File: src/rtl/gpio_input_ctl.sv
// gpio_input_ctl: synchronises and debounces the raw left/right GPIO lines and
// the two plate buttons, then arbitrates left/right into one exclusive
// direction command.
module gpio_input_ctl #(
    parameter int unsigned DEBOUNCE_CYCLES = 650000
) (
    input  logic       clk,
    input  logic       rst,
    input  logic       gpio_left_raw,
    input  logic       gpio_right_raw,
    input  logic [1:0] button_raw,
    output logic       gpio_left,
    output logic       gpio_right,
    output logic [1:0] button_pressed
);

    localparam int unsigned CW = $clog2(DEBOUNCE_CYCLES);
    localparam logic [CW-1:0] CNT_MAX = CW'(DEBOUNCE_CYCLES - 1);

    typedef enum logic [1:0] {
        DIR_IDLE  = 2'b00,
        DIR_LEFT  = 2'b01,
        DIR_RIGHT = 2'b10
    } dir_e;

    // Channel order: 0 = left, 1 = right, 2 = button 0, 3 = button 1.
    logic [3:0]         raw;
    logic [3:0]         meta_q, meta_d;
    logic [3:0]         sync_q, sync_d;
    logic [3:0]         deb_q, deb_d;
    logic [3:0][CW-1:0] cnt_q, cnt_d;
    dir_e               state_q, state_nxt;
    logic               gpio_left_q, gpio_left_d;
    logic               gpio_right_q, gpio_right_d;
    logic               dl, dr;

    assign raw = {button_raw, gpio_right_raw, gpio_left_raw};

    // Two-flop synchroniser chain for every channel.
    always_comb begin
        meta_d = raw;
        sync_d = meta_q;
    end

    // Debounce: accept a new level only after CNT_MAX+1 consecutive differing samples.
    always_comb begin
        deb_d = deb_q;
        cnt_d = cnt_q;
        for (int unsigned i = 0; i < 4; i++) begin
            if (sync_q[i] == deb_q[i]) begin
                cnt_d[i] = '0;
            end else if (cnt_q[i] == CNT_MAX) begin
                deb_d[i] = sync_q[i];
                cnt_d[i] = '0;
            end else begin
                cnt_d[i] = cnt_q[i] + CW'(1);
            end
        end
    end

    assign dl = deb_q[0];
    assign dr = deb_q[1];

    // Direction arbitration: first-come direction holds until it is released.
    always_comb begin
        state_nxt = DIR_IDLE;
        case (state_q)
            DIR_IDLE: begin
                if (dl && !dr)      state_nxt = DIR_LEFT;
                else if (dr && !dl) state_nxt = DIR_RIGHT;
                else                state_nxt = DIR_IDLE;
            end
            DIR_LEFT: begin
                if (dl)      state_nxt = DIR_LEFT;
                else if (dr) state_nxt = DIR_RIGHT;
                else         state_nxt = DIR_IDLE;
            end
            DIR_RIGHT: begin
                if (dr)      state_nxt = DIR_RIGHT;
                else if (dl) state_nxt = DIR_LEFT;
                else         state_nxt = DIR_IDLE;
            end
            default: state_nxt = DIR_IDLE;
        endcase
        gpio_left_d  = (state_nxt == DIR_LEFT);
        gpio_right_d = (state_nxt == DIR_RIGHT);
    end

    // State registers with synchronous active-high reset.
    always_ff @(posedge clk) begin
        if (rst) begin
            meta_q       <= '0;
            sync_q       <= '0;
            deb_q        <= '0;
            cnt_q        <= '0;
            state_q      <= DIR_IDLE;
            gpio_left_q  <= 1'b0;
            gpio_right_q <= 1'b0;
        end else begin
            meta_q       <= meta_d;
            sync_q       <= sync_d;
            deb_q        <= deb_d;
            cnt_q        <= cnt_d;
            state_q      <= state_nxt;
            gpio_left_q  <= gpio_left_d;
            gpio_right_q <= gpio_right_d;
        end
    end

    assign gpio_left      = gpio_left_q;
    assign gpio_right     = gpio_right_q;
    assign button_pressed = deb_q[3:2];

endmodule

File: config.mk
export PLATFORM = sky130hd
export DESIGN_NAME = gpio_input_ctl
export DESIGN_NICKNAME = d
export VERILOG_FILES = /design/src/rtl/gpio_input_ctl.sv
export SDC_FILE = /design/constraint.sdc
export NUM_CORES = 1
export LEC_CHECK = 0
export ABC_AREA = 1
export ABC_CLOCK_PERIOD_IN_PS = 1600
export BUFFER_PORTS_ARGS = -buffer_cell sky130_fd_sc_hd__buf_2
export CAP_MARGIN = 10
export CORE_ASPECT_RATIO = 1.4
export CORE_UTILIZATION = 62
export DETAILED_ROUTE_END_ITERATION = 10
export HOLD_SLACK_MARGIN = 0.06
export PLACE_DENSITY = 0.75
export SYNTH_ARGS = -nofsm -noshare
export SYNTH_HDL_FRONTEND = slang
export SYNTH_SLANG_ARGS = --single-unit
export TNS_END_PERCENT = 10
File: constraint.sdc
create_clock -name clk -period 1.6 [get_ports clk]
set_input_delay 0.16 -clock clk [delete_from_list [all_inputs] [get_ports clk]]
set_output_delay 0.16 -clock clk [all_outputs]
set_load 0.02 [all_outputs]
Yosys cells after proc, flatten, opt, wreduce, memory -nomap -nowiden
Cells that the tools add are included.
{"block": "totals", "reg_bits": 96, "output_inout_bits": 4}
{"block": "op_classes", "add_sub_neg": 4, "n_eq_ne": 12, "muxes": 7, "bitwise": 4, "reduce_logical": 13}
{"cell": "$add 20x1->20 const B", "count": 4}
{"cell": "$eq 20x20->1 const B", "count": 4}
{"cell": "$reduce_or 3->1", "count": 4}
{"cell": "$mux 2", "count": 5}
{"cell": "$reduce_and 2->1", "count": 4}
{"cell": "$pmux 2 s3", "count": 1}
{"cell": "$eq 1x1->1", "count": 4}
{"cell": "$eq 2x1->1 const B", "count": 2}
{"cell": "$eq 2x2->1 const B", "count": 2}
{"cell": "$not 1->1", "count": 4}
{"cell": "$logic_and 1x1->1", "count": 2}
{"cell": "$logic_not 1->1", "count": 2}
{"cell": "$logic_not 2->1", "count": 1}
{"cell": "$mux 1", "count": 1}

Longest topological paths before layout
{"block": "depth", "depth_word": 6, "mapped_depth": 9}

Least setup slack after synthesis
OpenSTA, ideal clock, no wires.
{"block": "synth_path", "path_type": "reg-to-reg", "startpoint": "register cnt_q[40] (netlist bit)", "endpoint": "register cnt_q[49] (netlist bit)", "setup_ns": 0.115, "arrival_ns": 1.239, "slack_ns": 0.247, "stages_incl_launch_ff": 8, "synth_period_minus_slack_ns": 1.353, "path_cell_list": "dfxtp_1 > ha_1 > nand3_4 > nor2_2 > nand3_1 > nand2_2 > buf_6 > nor2_1"}
{"block": "synth_via", "elab_chain_len": 2, "word_cells_on_any_way": 3, "cone_classes": "1 x add/sub; 1 x eq/ne; 1 x reduce/logical"}
{"element": "start, declared", "line_no": "31", "rtl": "logic [3:0][CW-1:0] cnt_q, cnt_d;"}
{"element": "start signal, assigned", "line_no": "103", "rtl": "cnt_q <= cnt_d;"}
{"element": "parallel branches: the longest is 2 deep, another holds $add 20x1->20"}
Parallel ways; which one is timed is not known.
A chain may end at the register's enable or synchronous reset.

Final worst setup path
{"block": "layout_path", "startpoint": "register cnt_q[0] (netlist bit)", "endpoint": "register cnt_q[16] (netlist bit)"}
Same word-level chain as after synthesis.

==> flow_metrics.env <==
export IMPL_status="completed"
export IMPL_syn_area_um2=4860
export IMPL_post_cts_buffers=0
export IMPL_clk_latency_ns=0.36
export IMPL_hold_slack_ns=0.101
export IMPL_drt_iter0_drc=168
export IMPL_netlist_instances=714
export IMPL_worst_setup_path_end_kind="flop"
export IMPL_p_per_area_nw_per_um2=768
export IMPL_rows=37
export IMPL_fin_setup_tns_ns=0
export IMPL_whs_path_depth=2
export IMPL_globalplace_congestion=0.919
export IMPL_grtUsageMet1=0.283
export IMPL_synth_avg_cell_area_um2=6.81
export IMPL_htree_levels=3
export IMPL_fin_nets=745
export IMPL_layout_cells_non_filler=836
export IMPL_dp_slack_ns=0.0591
export IMPL_antenna_left=0
export IMPL_drc=0
export IMPL_grt_pass1_vias=3958
export IMPL_fillers=660
export IMPL_hp_start="rst"
export IMPL_min_period_over_period=0.959
export IMPL_diodes=0
export IMPL_grt_max_degree=21
export IMPL_synth_top_family_by_area="simple AND/OR/NAND/NOR gates"
export IMPL_layout_setup_ws_ns=0.0652
export IMPL_cts_path_max_buffers=2
export IMPL_yosys_area_share_simple=0.398
export IMPL_start_kind="flop"
export IMPL_setup_violations_final=0
export IMPL_antenna_found_initial=0
export IMPL_fmax_mhz=652
export IMPL_grt_first_pass_wirelength_um=16300
export IMPL_ys_seq_area_frac=0.395
export IMPL_fin_skew_ns=0.00828
export IMPL_die_area_um2=8200
export IMPL_rsz0062_at_grt="yes"
export IMPL_r2r_cells=8
export IMPL_gr_usage_all_layers=0.245
export IMPL_yosys_warnings=0
export IMPL_fp_dieW_um=76.8
export IMPL_yosys_register_bits=96
export IMPL_path_clk_slew_ns=0.09
export IMPL_area_growth_pct=7.62
export IMPL_path_class="reg2reg"
export IMPL_multi_input_area_um2=2550
export IMPL_worst_pin_slew_ns=0.307
export IMPL_cp_max_fo=18
export IMPL_ios=10
export IMPL_cts_root_buf="clkbuf_8"
export IMPL_grt_use_met3=0.0323
export IMPL_coreArea_um2=7450
export IMPL_dp_cells=817
export IMPL_viasPerCell=5.08
export IMPL_regArea_um2=1920
export IMPL_vias=4251
export IMPL_synth_fa_ha_area_frac=0.0103
export IMPL_hold_class="in2reg"
export IMPL_finalCriticalPeriod_ns=1.53
export IMPL_die_h_um=107
export IMPL_dr_pass1_iters=8
export IMPL_synthMuxAreaShare=0
export IMPL_io_buffer_count=9
export IMPL_use_met2=0.433
export IMPL_hold_viol_final=0
export IMPL_yosysUniqueCellTypes=27
export IMPL_power_leakage_uw=0.00168
export IMPL_reg2reg_from="cnt_q[0]"
export IMPL_start_util=0.652
export IMPL_drt_wl_total_um=9320
export IMPL_crit_start="cnt_q[0]"
export IMPL_final_max_slew_viol_count=0
export IMPL_synth_compound_area_frac=0.0481
export IMPL_dp_hpwl_um=6820
export IMPL_relSlewSlack=0.795
export IMPL_worstPathRequired_ns=1.87
export IMPL_cts_num_sinks=96
export IMPL_overflow=0
export IMPL_ir_drop_v=0.000666
export IMPL_busiest_layer="met2"
export IMPL_wl_per_cell_um=11.1
export IMPL_arrival_ns=1.80
export IMPL_cap_violations=0
export IMPL_synth_xor_area_frac=0.0649
export IMPL_layout_drive_gt1_share=0.110
export IMPL_cts_tree="built"
export IMPL_cts_made_buffers=9
export IMPL_syn_nets=724
[path summary, 6_finish.rpt]
check                                 end  slack, ns
worst max-delay path            cnt_q[16]       0.07
worst min-delay path            sync_q[2]       0.10
worst max register to register  cnt_q[16]       0.07
worst min register to register  sync_q[1]       0.40
[registers in the layout, indices dropped and copies added, names as in the netlist]
name and cells:
state_q 2, deb_q 4, meta_q 4, gpio_right 1
gpio_left 1, cnt_q 80, sync_q 4
[report_power, final]
part | total (uW) | internal [uW] | switching, uW
clock | 1540 | 750 | 794
combinational | 65.4 | 25.2 | 40.2
sequential | 2410 | 2400 | 6.18
total | 4010 | 3170 | 840
[cells by family (layout without fill, tap and decap cells)]
| group | after synthesis | count (layout) |
|---|---|---|
| AND/OR/NAND/NOR | 436 | 436 |
| flip-flops | 96 | 96 |
| buffers and inverters | 96 | 121 |
| AO/OA/AOI/OAI | 46 | 46 |
| XOR/XNOR | 36 | 36 |
| adder cells (fa/ha/maj) | 4 | 4 |
[timing repair]
item                                   in CTS  in global routing
hold buffers                                4                  0
gates resized for setup                     0                  3
setup endpoints to repair                   0                 23
endpoints found under the hold margin       4                  0
[routing by layer]
layer  routed length [um]  part of all wire  vias up
met5                    0                 0        -
met4                  242             0.026        0
met3                  215             0.023       20
met2                 4680              0.50       58
met1                 4180              0.45     1931
li1                     -                 -     2242
[cells in the mapped netlist]
| library cell | count | area (um^2) |
|---|---|---|
| nor2_1 | 161 | 604 |
| nor3_1 | 10 | 50.1 |
| nand4_1 | 7 | 43.8 |
| nor2_4 | 4 | 45.0 |
| buf_6 | 5 | 56.3 |
| nand3_1 | 39 | 195 |
| a21oi_1 | 32 | 160 |
| or2_2 | 3 | 18.8 |
| nand3_2 | 8 | 80.1 |
| buf_2 | 1 | 5.00 |
| inv_1 | 83 | 312 |
| nor2_2 | 18 | 113 |
| a21oi_2 | 1 | 8.76 |
| xnor2_1 | 14 | 123 |
| o21ai_0 | 13 | 65.1 |
| nand2_2 | 8 | 50.1 |
| nand2_1 | 165 | 619 |
| ha_1 | 4 | 50.1 |
| xor2_1 | 22 | 193 |
| nand2_4 | 4 | 45.0 |
| or2_0 | 6 | 37.5 |
| nor2b_1 | 1 | 6.26 |
| inv_2 | 5 | 18.8 |
| nand3_4 | 1 | 17.5 |
| buf_4 | 2 | 15.0 |
| and2_1 | 1 | 6.26 |
| dfxtp_1 | 96 | 1920 |
[cells in the final DEF, fill, tap and decap left out, drive strengths merged]
| master | Yosys | layout |
|---|---|---|
| a21oi | 33 | 33 |
| and2 | 1 | 1 |
| buf | 8 | 14 |
| bufinv | 0 | 1 |
| clkbuf | 0 | 11 |
| clkinv | 0 | 3 |
| dfxtp | 96 | 96 |
| dlygate4sd3 | 0 | 4 |
| ha | 4 | 4 |
| inv | 88 | 88 |
| nand2 | 177 | 177 |
| nand3 | 48 | 48 |
| nand4 | 7 | 7 |
| nor2 | 183 | 183 |
| nor2b | 1 | 1 |
| nor3 | 10 | 10 |
| o21ai | 13 | 13 |
| or2 | 9 | 9 |
| xnor2 | 14 | 14 |
| xor2 | 22 | 22 |
[stage by stage]
stage | total power [uW] | area [um^2] | utilization
global route | 4160 | 5230 | 0.702
global placement | 2520 | 4990 | 0.669
finish | 4010 | 5230 | 0.702
detailed placement | 2520 | 4990 | 0.669
floorplan | 2510 | 4860 | -
CTS | 4060 | 5210 | 0.700
[worst max-delay path, cell delays in order, from the launching register on]
cell and delay, ns:
dfxtp_1 0.40, ha_2 0.25, nand3_2 0.13, nor2_2 0.18
nand3_2 0.16, nand2_8 0.16, inv_1 0.07, nand2_1 0.06
inv_1 0.04
[area by class of cell]
cell class,count,share of cell area
clock buffer,11,0.0270
inverter,88,0.0632
sequential,96,0.367
timing repair buffer,18,0.0234
tap,97,0.0232
multi-input combinational,522,0.487
clock inverter,4,0.00861
(Power assumes the default switching activity.)
